**src/rtl/tree_walker_if.sv**
```systemverilog
// Handshake and node-table configuration bundle for tree_walker.
// The slave modport is the walker; the master modport is the surrounding datapath.
interface tree_walker_if #(
    parameter int FEAT_W  = 32,
    parameter int N_FEAT  = 16,
    parameter int N_NODES = 64,
    parameter int CLASS_W = 8
);
    localparam int FI_W  = $clog2(N_FEAT);
    localparam int NA_W  = $clog2(N_NODES);
    localparam int CFG_W = 1 + FI_W + 2 * NA_W + FEAT_W;

    logic               cfg_wr_en;
    logic [NA_W-1:0]    cfg_wr_addr;
    logic [CFG_W-1:0]   cfg_wr_data;

    logic               in_valid;
    logic               in_ready;
    logic [FEAT_W-1:0]  in_bits_feature;

    logic               cmp_req_valid;
    logic               cmp_req_ready;
    logic [FEAT_W-1:0]  cmp_req_bits_feature;
    logic [FEAT_W-1:0]  cmp_req_bits_weights;

    logic               cmp_resp_valid;
    logic               cmp_resp_ready;
    logic               cmp_resp_bits_decision;

    logic               out_valid;
    logic               out_ready;
    logic [CLASS_W-1:0] out_bits_class;
    logic               out_bits_error;

    modport master (
        output cfg_wr_en, cfg_wr_addr, cfg_wr_data,
        output in_valid, in_bits_feature,
        input  in_ready,
        input  cmp_req_valid, cmp_req_bits_feature, cmp_req_bits_weights,
        output cmp_req_ready,
        output cmp_resp_valid, cmp_resp_bits_decision,
        input  cmp_resp_ready,
        input  out_valid, out_bits_class, out_bits_error,
        output out_ready
    );

    modport slave (
        input  cfg_wr_en, cfg_wr_addr, cfg_wr_data,
        input  in_valid, in_bits_feature,
        output in_ready,
        output cmp_req_valid, cmp_req_bits_feature, cmp_req_bits_weights,
        input  cmp_req_ready,
        input  cmp_resp_valid, cmp_resp_bits_decision,
        output cmp_resp_ready,
        output out_valid, out_bits_class, out_bits_error,
        input  out_ready
    );
endinterface

```
**src/rtl/tree_walker.sv**
```systemverilog
// Decision-tree walker: buffers one feature vector, walks the node table via an external
// comparator and emits the leaf class. Define TREE_WALKER_DEPTH_GUARD_EN for the depth guard.
module tree_walker #(
    parameter int FEAT_W    = 32,
    parameter int N_FEAT    = 16,
    parameter int N_NODES   = 64,
`ifdef TREE_WALKER_DEPTH_GUARD_EN
    parameter int MAX_DEPTH = 16,
`endif
    parameter int CLASS_W   = 8
) (
    input logic          clk,
    input logic          reset,
    tree_walker_if.slave bus
);
    localparam int FI_W = $clog2(N_FEAT);
    localparam int NA_W = $clog2(N_NODES);

    typedef enum logic [2:0] {
        S_LOAD, S_FETCH, S_EVAL, S_ISSUE, S_WAIT, S_DONE
    } state_e;

    typedef struct packed {
        logic              is_leaf;
        logic [FI_W-1:0]   feat_idx;
        logic [NA_W-1:0]   left;
        logic [NA_W-1:0]   right;
        logic [FEAT_W-1:0] weights;
    } node_t;

    node_t             node_mem [N_NODES];
    logic [FEAT_W-1:0] feat_buf [N_FEAT];
    node_t             node_rd_q;

    state_e             state_q, state_d;
    logic [FI_W-1:0]    cnt_q, cnt_d;
    logic [NA_W-1:0]    node_q, node_d;
    logic [CLASS_W-1:0] class_q, class_d;
    logic [FEAT_W-1:0]  req_feat_q, req_feat_d;
    logic [FEAT_W-1:0]  req_wgt_q, req_wgt_d;
    logic               in_ready_q, in_ready_d;
    logic               req_valid_q, req_valid_d;
    logic               resp_ready_q, resp_ready_d;
    logic               out_valid_q, out_valid_d;
    logic               in_fire;

`ifdef TREE_WALKER_DEPTH_GUARD_EN
    localparam int DEPTH_W = $clog2(MAX_DEPTH + 1);
    logic [DEPTH_W-1:0] depth_q, depth_d;
    logic               error_q, error_d;
`endif

    // in_ready_q is only ever high in LOAD, so it doubles as the load-state qualifier.
    assign in_fire = in_ready_q && bus.in_valid;

    // NOTE: the node table and feature buffer are plain storage with no reset, so they map
    // onto RAM; the table must survive a mid-walk reset anyway.
    always_ff @(posedge clk) begin
        if (bus.cfg_wr_en && state_q == S_LOAD) begin
            node_mem[bus.cfg_wr_addr] <= node_t'(bus.cfg_wr_data);
        end
        if (in_fire) begin
            feat_buf[cnt_q] <= bus.in_bits_feature;
        end
        if (state_q == S_FETCH) begin
            node_rd_q <= node_mem[node_q];
        end
    end

    // NOTE: every variable gets its hold value first, so no path leaves one unassigned
    // and no latch is inferred.
    always_comb begin
        state_d    = state_q;
        cnt_d      = cnt_q;
        node_d     = node_q;
        class_d    = class_q;
        req_feat_d = req_feat_q;
        req_wgt_d  = req_wgt_q;
`ifdef TREE_WALKER_DEPTH_GUARD_EN
        depth_d    = depth_q;
        error_d    = error_q;
`endif
        unique case (state_q)
            S_LOAD: begin
                if (in_fire) begin
                    if (cnt_q == FI_W'(N_FEAT - 1)) begin
                        cnt_d   = '0;
                        node_d  = '0;
`ifdef TREE_WALKER_DEPTH_GUARD_EN
                        depth_d = '0;
`endif
                        state_d = S_FETCH;
                    end else begin
                        cnt_d = cnt_q + 1'b1;
                    end
                end
            end
            S_FETCH: state_d = S_EVAL;
            S_EVAL: begin
                if (node_rd_q.is_leaf) begin
                    class_d = node_rd_q.weights[CLASS_W-1:0];
`ifdef TREE_WALKER_DEPTH_GUARD_EN
                    error_d = 1'b0;
`endif
                    state_d = S_DONE;
`ifdef TREE_WALKER_DEPTH_GUARD_EN
                end else if (depth_q == DEPTH_W'(MAX_DEPTH)) begin
                    class_d = '0;
                    error_d = 1'b1;
                    state_d = S_DONE;
`endif
                end else begin
                    req_feat_d = feat_buf[node_rd_q.feat_idx];
                    req_wgt_d  = node_rd_q.weights;
                    state_d    = S_ISSUE;
                end
            end
            S_ISSUE: begin
                if (bus.cmp_req_ready) state_d = S_WAIT;
            end
            S_WAIT: begin
                if (bus.cmp_resp_valid) begin
                    // node_rd_q still holds the node being decided; child pointers wrap freely.
                    node_d  = bus.cmp_resp_bits_decision ? node_rd_q.right : node_rd_q.left;
`ifdef TREE_WALKER_DEPTH_GUARD_EN
                    depth_d = depth_q + 1'b1;
`endif
                    state_d = S_FETCH;
                end
            end
            S_DONE: begin
                if (bus.out_ready) state_d = S_LOAD;
            end
            default: state_d = S_LOAD;
        endcase

        in_ready_d   = (state_d == S_LOAD);
        req_valid_d  = (state_d == S_ISSUE);
        resp_ready_d = (state_d == S_WAIT);
        out_valid_d  = (state_d == S_DONE);
    end

    // NOTE: sequential state uses non-blocking assignments so every flop samples the
    // pre-edge values regardless of statement order.
    always_ff @(posedge clk or negedge reset) begin
        if (!reset) begin
            state_q      <= S_LOAD;
            cnt_q        <= '0;
            node_q       <= '0;
            class_q      <= '0;
            req_feat_q   <= '0;
            req_wgt_q    <= '0;
            in_ready_q   <= 1'b1;
            req_valid_q  <= 1'b0;
            resp_ready_q <= 1'b0;
            out_valid_q  <= 1'b0;
`ifdef TREE_WALKER_DEPTH_GUARD_EN
            depth_q      <= '0;
            error_q      <= 1'b0;
`endif
        end else begin
            state_q      <= state_d;
            cnt_q        <= cnt_d;
            node_q       <= node_d;
            class_q      <= class_d;
            req_feat_q   <= req_feat_d;
            req_wgt_q    <= req_wgt_d;
            in_ready_q   <= in_ready_d;
            req_valid_q  <= req_valid_d;
            resp_ready_q <= resp_ready_d;
            out_valid_q  <= out_valid_d;
`ifdef TREE_WALKER_DEPTH_GUARD_EN
            depth_q      <= depth_d;
            error_q      <= error_d;
`endif
        end
    end

    assign bus.in_ready             = in_ready_q;
    assign bus.cmp_req_valid        = req_valid_q;
    assign bus.cmp_req_bits_feature = req_feat_q;
    assign bus.cmp_req_bits_weights = req_wgt_q;
    assign bus.cmp_resp_ready       = resp_ready_q;
    assign bus.out_valid            = out_valid_q;
    assign bus.out_bits_class       = class_q;
`ifdef TREE_WALKER_DEPTH_GUARD_EN
    assign bus.out_bits_error       = error_q;
`else
    assign bus.out_bits_error       = 1'b0;
`endif
endmodule
```
**src/flat_wrapper.sv**
```systemverilog
// flat-port wrapper written by rule: the top's interface ports become plain ports
module tree_walker_flat 
#(
    parameter int FEAT_W    = 32,
    parameter int N_FEAT    = 16,
    parameter int N_NODES   = 64,

    parameter int CLASS_W   = 8
)
  (clk, reset, bus_cfg_wr_en, bus_cfg_wr_addr, bus_cfg_wr_data, bus_in_valid, bus_in_bits_feature, bus_in_ready, bus_cmp_req_valid, bus_cmp_req_bits_feature, bus_cmp_req_bits_weights, bus_cmp_req_ready, bus_cmp_resp_valid, bus_cmp_resp_bits_decision, bus_cmp_resp_ready, bus_out_valid, bus_out_bits_class, bus_out_bits_error, bus_out_ready);
  tree_walker_if #(.FEAT_W(FEAT_W), .N_FEAT(N_FEAT), .N_NODES(N_NODES), .CLASS_W(CLASS_W)) bus_i ();
  input logic clk;
  input logic reset;
  input wire logic [$bits(bus_i.cfg_wr_en)-1:0] bus_cfg_wr_en;
  input wire logic [$bits(bus_i.cfg_wr_addr)-1:0] bus_cfg_wr_addr;
  input wire logic [$bits(bus_i.cfg_wr_data)-1:0] bus_cfg_wr_data;
  input wire logic [$bits(bus_i.in_valid)-1:0] bus_in_valid;
  input wire logic [$bits(bus_i.in_bits_feature)-1:0] bus_in_bits_feature;
  output wire logic [$bits(bus_i.in_ready)-1:0] bus_in_ready;
  output wire logic [$bits(bus_i.cmp_req_valid)-1:0] bus_cmp_req_valid;
  output wire logic [$bits(bus_i.cmp_req_bits_feature)-1:0] bus_cmp_req_bits_feature;
  output wire logic [$bits(bus_i.cmp_req_bits_weights)-1:0] bus_cmp_req_bits_weights;
  input wire logic [$bits(bus_i.cmp_req_ready)-1:0] bus_cmp_req_ready;
  input wire logic [$bits(bus_i.cmp_resp_valid)-1:0] bus_cmp_resp_valid;
  input wire logic [$bits(bus_i.cmp_resp_bits_decision)-1:0] bus_cmp_resp_bits_decision;
  output wire logic [$bits(bus_i.cmp_resp_ready)-1:0] bus_cmp_resp_ready;
  output wire logic [$bits(bus_i.out_valid)-1:0] bus_out_valid;
  output wire logic [$bits(bus_i.out_bits_class)-1:0] bus_out_bits_class;
  output wire logic [$bits(bus_i.out_bits_error)-1:0] bus_out_bits_error;
  input wire logic [$bits(bus_i.out_ready)-1:0] bus_out_ready;
  assign bus_i.cfg_wr_en = bus_cfg_wr_en;
  assign bus_i.cfg_wr_addr = bus_cfg_wr_addr;
  assign bus_i.cfg_wr_data = bus_cfg_wr_data;
  assign bus_i.in_valid = bus_in_valid;
  assign bus_i.in_bits_feature = bus_in_bits_feature;
  assign bus_in_ready = bus_i.in_ready;
  assign bus_cmp_req_valid = bus_i.cmp_req_valid;
  assign bus_cmp_req_bits_feature = bus_i.cmp_req_bits_feature;
  assign bus_cmp_req_bits_weights = bus_i.cmp_req_bits_weights;
  assign bus_i.cmp_req_ready = bus_cmp_req_ready;
  assign bus_i.cmp_resp_valid = bus_cmp_resp_valid;
  assign bus_i.cmp_resp_bits_decision = bus_cmp_resp_bits_decision;
  assign bus_cmp_resp_ready = bus_i.cmp_resp_ready;
  assign bus_out_valid = bus_i.out_valid;
  assign bus_out_bits_class = bus_i.out_bits_class;
  assign bus_out_bits_error = bus_i.out_bits_error;
  assign bus_i.out_ready = bus_out_ready;
  tree_walker #(.FEAT_W(FEAT_W), .N_FEAT(N_FEAT), .N_NODES(N_NODES), .CLASS_W(CLASS_W)) u_core (.clk(clk), .reset(reset), .bus(bus_i));
endmodule
```
**config.mk**
```make
export PLATFORM = sky130hd
export DESIGN_NAME = tree_walker_flat
export DESIGN_NICKNAME = d
export VERILOG_FILES = /design/src/rtl/tree_walker_if.sv /design/src/rtl/tree_walker.sv /design/src/flat_wrapper.sv
export SDC_FILE = /design/constraint.sdc
export NUM_CORES = 2
export LEC_CHECK = 0
export CELL_PAD_IN_SITES_DETAIL_PLACEMENT = 0
export CELL_PAD_IN_SITES_GLOBAL_PLACEMENT = 1
export CORE_MARGIN = 5
export CORE_UTILIZATION = 51
export CTS_CLUSTER_SIZE = 25
export DETAILED_ROUTE_END_ITERATION = 10
export PLACE_DENSITY = 0.74
export REMOVE_ABC_BUFFERS = 1
export SYNTH_ARGS = -nofsm -noshare
export SYNTH_HDL_FRONTEND = slang
export SYNTH_SLANG_ARGS = --single-unit
export TNS_END_PERCENT = 50
```
**constraint.sdc**
```tcl
create_clock -name clk -period 4.9 [get_ports clk]
set_clock_uncertainty 0.1 [all_clocks]
set_input_delay 0.98 -clock clk [delete_from_list [all_inputs] [get_ports clk]]
set_output_delay 0.98 -clock clk [all_outputs]
set_load 0.03 [all_outputs]
```
Yosys cells after proc, flatten, opt, wreduce, memory -nomap -nowiden
Memories as Yosys holds them, arrays and structs flattened. A register that Yosys moved wholly into a read port is not among the register bits.
Index checks and enable logic that the tools add are counted.
- add/sub/neg operators: 1
- equal/unequal tests: 12
- multiplexer cells: 17
- bitwise gates (word level): 1
- reduce and logical (&&, ||, !) cells: 10
- operator list (kind ; number):
    $mux 6 ; 4
    $mux 3 ; 6
    $pmux 3 s6 ; 1
    $eq 3x3->1 const B ; 4
    $pmux 6 s2 ; 1
    $eq 3x2->1 const B ; 3
    $logic_not 3->1 ; 2
    $reduce_and 2->1 ; 3
    $add 4x1->4 const B ; 1
    $eq 4x4->1 const B ; 1
    $mux 1 ; 4
    $mux 4 ; 1
    $ne 2x2->1 const B ; 2
    $reduce_and 4->1 ; 1
    $eq 3x1->1 const B ; 1
    $logic_and 1x1->1 ; 2
    $ne 2x1->1 const B ; 1
    $reduce_bool 2->1 ; 1
    $logic_not 1->1 ; 1
    $not 1->1 ; 1
- register bits after elaboration: 57
- bits in writable memories: 3648
- bits of input ports: 95
- output and inout bits: 77
- logic and storage cells: 52
- memories: 2
- memories (memory ; depth ; width ; rd ports ; clocked after memory_dff ; write ports ; line ; text):
    u_core.node_mem ; 64 ; 49 ; 1 ; 1 ; 1 ; tree_walker.sv:31 ; node_t node_mem [N_NODES];
    u_core.feat_buf ; 16 ; 32 ; 1 ; 1 ; 1 ; tree_walker.sv:32 ; logic [FEAT_W-1:0] feat_buf [N_FEAT];

Depth between registers and ports, before layout
- depth in word-level cells: 5
- gate-level depth with buffers: 10
- mapped depth without buffers: 6

Worst setup path before layout
OpenSTA, ideal clock, no wires.
- path kind: flip-flop to flip-flop
- start point: reg u_core.state_q[0]
- end point: reg u_core.in_ready_q, in the netlist u_core.bus.in_ready
- library setup time: 0.080 ns
- data arrival time: 4.739 ns
- data required time: 4.720 ns
- setup slack: -0.019 ns
- stages on the path, launching flop included: 5
- buffers on the path: 1
- period minus slack after synthesis: 4.919 ns
- path through: dfrtp_1 -> clkbuf_1 -> nor3b_1 -> or2_2 -> nor3_1
- elaborated cells on any way between the ends: 13
- classes of those cells: 5 x eq/ne; 6 x mux; 2 x reduce/logical
- RTL lines (item ; line ; text):
    start: declaration ; tree_walker.sv:35 ; state_e state_q, state_d;
    start signal: assignment ; tree_walker.sv:162 ; state_q <= state_d;
    $eq 3x3->1 (tied with other cells) ; tree_walker.sv:83 ; unique case (state_q)
    $pmux 3 s6 * ; tree_walker.sv:83 ;
    net u_core.state_d[1] ; tree_walker.sv:35 ;
    $logic_not 3->1 * ; tree_walker.sv:137 ; in_ready_d = (state_d == S_LOAD);
    net u_core.in_ready_d ; tree_walker.sv:41 ; logic in_ready_q, in_ready_d;
    end signal: assignment ; tree_walker.sv:168 ; in_ready_q <= in_ready_d;
    end: declaration ; tree_walker.sv:41 ;
The timed path passes the listed nets; every way through them passes the cells marked *.
A chain may end at the register's enable or synchronous reset.

==> key figures <==
Routing
  – Final ANT Viol Nets: 0
  – Via density: 6.36
  – Final wirelength: 367000 µm
  – Vias: 68600
  – Avg WL per Cell: 34.0 µm
  – DRT iter0 DRCs: 8033
  – First drt pass iteration count: 5
  – DR DRC count: 0

Timing
  – Tcrit/Tclk final: 0.800
  – Setup TNS Final: 0 ps
  – Period minus WS final: 3920 ps
  – Min setup slack post-route: 980 ps
  – RSZ-0062 raised after global routing: no
  – Slew margin rel.: 0.0436
  – Worst Tran Pin Value: 1430 ps
  – Slew Limit Fails: 0
  – # setup viols final: 0
  – Fmax: 255 MHz
  – Final Hold Viols: 0

Worst setup path
  – CP max stage delay: 830 ps
  – Required @ worst endpoint: 5470 ps
  – Critical Path Most Common Cell: buf_4
  – Crit Path Max Fanout: 24
  – CP Launch Type: register
  – Critical path cell sequence: buf_12 -> buf_4 -> buf_4 -> mux4_2 -> a22o_1 -> o21ai_0 -> a31oi_1 -> buf_4
  – Worst path slowest cell: dfrtp_4
  – Reg-to-reg startpoint: u_core.node_q[0]
  – Worst Setup End Kind: register
  – RR Endpoint: u_core.node_rd_q[25]
  – CP arrival: 4490 ps
  – Crit path kind: reg -> reg
  – Worst r2r path cells: 8
  – Worst R2R Setup Slack: 980 ps

Synthesis
  – Synth cell types: 53
  – Largest family of logic cells by synthesized area: multiplexers
  – Post-Syn Area: 144000 µm²
  – Seq/Total Area, Yosys: 0.787
  – Post-synth top area cell: edfxtp_1
  – Top cells by count, synth: edfxtp_1, mux4_2, mux2i_1
  – Avg Inst Size Synth: 23.6 µm²
  – Synth Area in Simple Gates: 0.00956
  – Xor/xnor cell area share of the yosys netlist: 0.0000608
  – Fraction of registers with async set/reset: 0.0235
  – Mapped Cells: 6109
  – Mux contribution to synthesized area: 0.171
  – Main synth FF type: edfxtp_1
  – Yosys reg bits: 3786
  – Adder-cell area share of the yosys netlist: 0.000348
  – Post-synth EDFFs: 3697
  – Synth top area cells: edfxtp_1, mux4_2, mux2i_1
  – Yosys Warn Count: 0
  – Cell with the most instances after synthesis: edfxtp_1
  – Yosys top cell area share: 0.771
  – Compound-Gate Fraction of Synth Area: 0.0192

Place
  – GP Congestion: 0.830
  – Placed insts: 10100
  – Pre-CTS setup slack: 875 ps
  – Dpl cell area: 153000 µm²
  – Post-DP HPWL: 218000 µm
  – PortBufs: 170

Clock network
  – Deepest clock path buffer count: 4
  – TritonCTS buffer count: 380
  – Clock sinks: 3786
  – H-tree depth: 5
  – Clock root buffer: clkbuf_16
  – Post-CTS Setup Bufs: 0
  – Clock transition at path regs: 60 ps
  – TritonCTS clock tree: yes
  – Post-cts resize count: 0
  – Clk_lat worst skew: 930 ps

Global route
  – GRT Resource Usage Total: 0.250
  – First-pass GRT wire length: 522000 µm
  – Initial antenna violation count: 29
  – Vias in the first global route: 69800
  – Largest net degree at the start of global routing: 86
  – Grt total ovfl: 0

Die
  – Initial Util: 0.511
  – Die Area: 293000 µm²
  – Core area: 282000 µm²
  – I/O Pins: 172
  – Rows: 195
  – Die height: 541 µm
  – Die Wd: 541 µm

Run
  – MaxCap Viol Count: 0

Hold path
  – WHS Endpoint: u_core.node_mem[22][7]
  – Hold Crit Class: in -> reg
  – Hold_sp: bus_cfg_wr_data[7]
  – Worst hold stages: 1

Final layout
  – Multi-input gate area: 29500 µm²
  – Fill cells: 19600
  – Final nets: 6804
  – Area growth from synthesis to final layout: 14.6%
  – Post-route cell area: 165000 µm²
  – Share of cells above drive strength 1: 0.307
  – Post-route insts no fill: 10800
  – Register Area: 113000 µm²

Pwr
  – Comb pwr share: 0.240
  – Pint: 62.3 mW
  – Power Density: 528 nW/µm²
  – Clock Power Share: 0.330
  – Part of the power in registers: 0.430
  – Peak VDD IR: 345 µV
  – Switching part of the total: 0.286
  – Psw: 24.9 mW
  – Total Power: 87.2 mW
  – Leakage: 50.7 nW

Status
  – Status: finished clean
[cell usage in the layout, fill, tap and decap left out, types with 7 or more instances in the layout]
master	netlist	routed
nor2b_1	27	24
mux2i_1	225	225
a22o_1	14	14
clkinv_2	0	77
a221oi_1	110	110
buf_2	88	47
buf_12	0	67
o21ai_1	61	61
o31ai_1	7	7
bufinv_16	0	37
o22ai_1	7	7
a211oi_1	26	21
a211o_1	11	11
clkinv_1	0	72
nor2_4	0	77
diode_2	0	12
nor4_1	7	7
nor2_1	119	39
clkbuf_1	129	75
a22oi_1	28	28
nand2_1	99	98
clkinvlp_4	0	17
o211ai_1	24	24
dfrtp_1	88	82
a31oi_1	21	21
a221o_1	7	7
edfxtp_1	3697	3697
inv_6	0	13
mux2_2	126	126
clkbuf_8	0	12
mux4_2	931	931
nand3_1	10	10
o21ai_0	27	27
clkbuf_16	0	383
buf_4	77	315
clkdlybuf4s50_1	0	120
nand2b_1	13	11
a21oi_1	37	37
[flip-flops by register name (all words and copies together), names as in the netlist, 3 cells and up]
name                             cells
u_core.feat_buf                    512
u_core.cnt_q                         4
u_core.node_q                        6
u_core.node_rd_q                    49
u_core.bus.cmp_req_bits_feature     32
u_core.node_mem                   3136
u_core.state_q                       3
u_core.bus.cmp_req_bits_weights     32
u_core.bus.out_bits_class            8
[metal layers]
metal	global-route usage	routed length [µm]
met1	0.333	136000
met2	0.416	185000
met3	0.0415	29800
met4	0.0999	15800
met5	0	59
[area by class of cell]
cell class / instances / area share
Antenna cell: 12 / 0.000182
Clock buffer: 470 / 0.0608
Timing Repair Buffer: 551 / 0.0313
Clock inverter: 234 / 0.0142
Inverter: 3 / 0.0000758
Sequential cell: 3786 / 0.686
Multi-Input combinational cell: 1983 / 0.179
Tap cell: 3743 / 0.0284
[power by group through the flow]
stage | sequential [mW] | combinational (mW) | clock [mW]
3_5_place_dp | 38.2 | 21.1 | 0
4_1_cts | 37.5 | 21.2 | 29.1
5_1_grt | 37.6 | 21.9 | 30.6
2_1_floorplan | 39.5 | 10.3 | 0
6_report | 37.5 | 20.9 | 28.8
3_3_place_gp | 38.2 | 20.9 | 0
[cells by family (layout without fill, tap and decap cells)]
group,after synthesis,count (layout)
other cells,1,13
mux,1282,1282
xor+xnor,1,1
compound gates,388,388
buf+inv,340,1258
flops,3786,3786
fa+ha+maj,4,4
simple gates,307,307
[timing repair]
action                                 CTS  global route
setup endpoints to repair                0             0
endpoints found under the hold margin   13             0
hold buffers                             1             0
[per-stage QoR]
step,hold slack (ps),util
6_report,329,0.586
5_1_grt,299,0.586
4_1_cts,259,0.586
3_5_place_dp,368,0.542
3_3_place_gp,358,0.542
2_1_floorplan,354,-
[critical path, delay by kind of cell (launching register included)]
kind | cells | cell delay, ps
multiplexers | 1 | 540
buffers and inverters | 4 | 1160
flip-flops | 1 | 830
AO/OA/AOI/OAI | 3 | 990
[how the worst max path moves through the flow]
stage,start,end,slack (ps)
after floorplan,u_core.node_q[0],u_core.node_rd_q[10],-25090
after detailed placement,bus_cfg_wr_en,u_core.node_mem[1][11],880
final,u_core.node_q[0],u_core.node_rd_q[25],980
after CTS,u_core.node_q[0],u_core.node_rd_q[25],970
after global routing,u_core.node_q[0],u_core.node_rd_q[25],860
after global placement,bus_cfg_wr_en,u_core.node_mem[0][43],860
(Power assumes the default switching activity.)
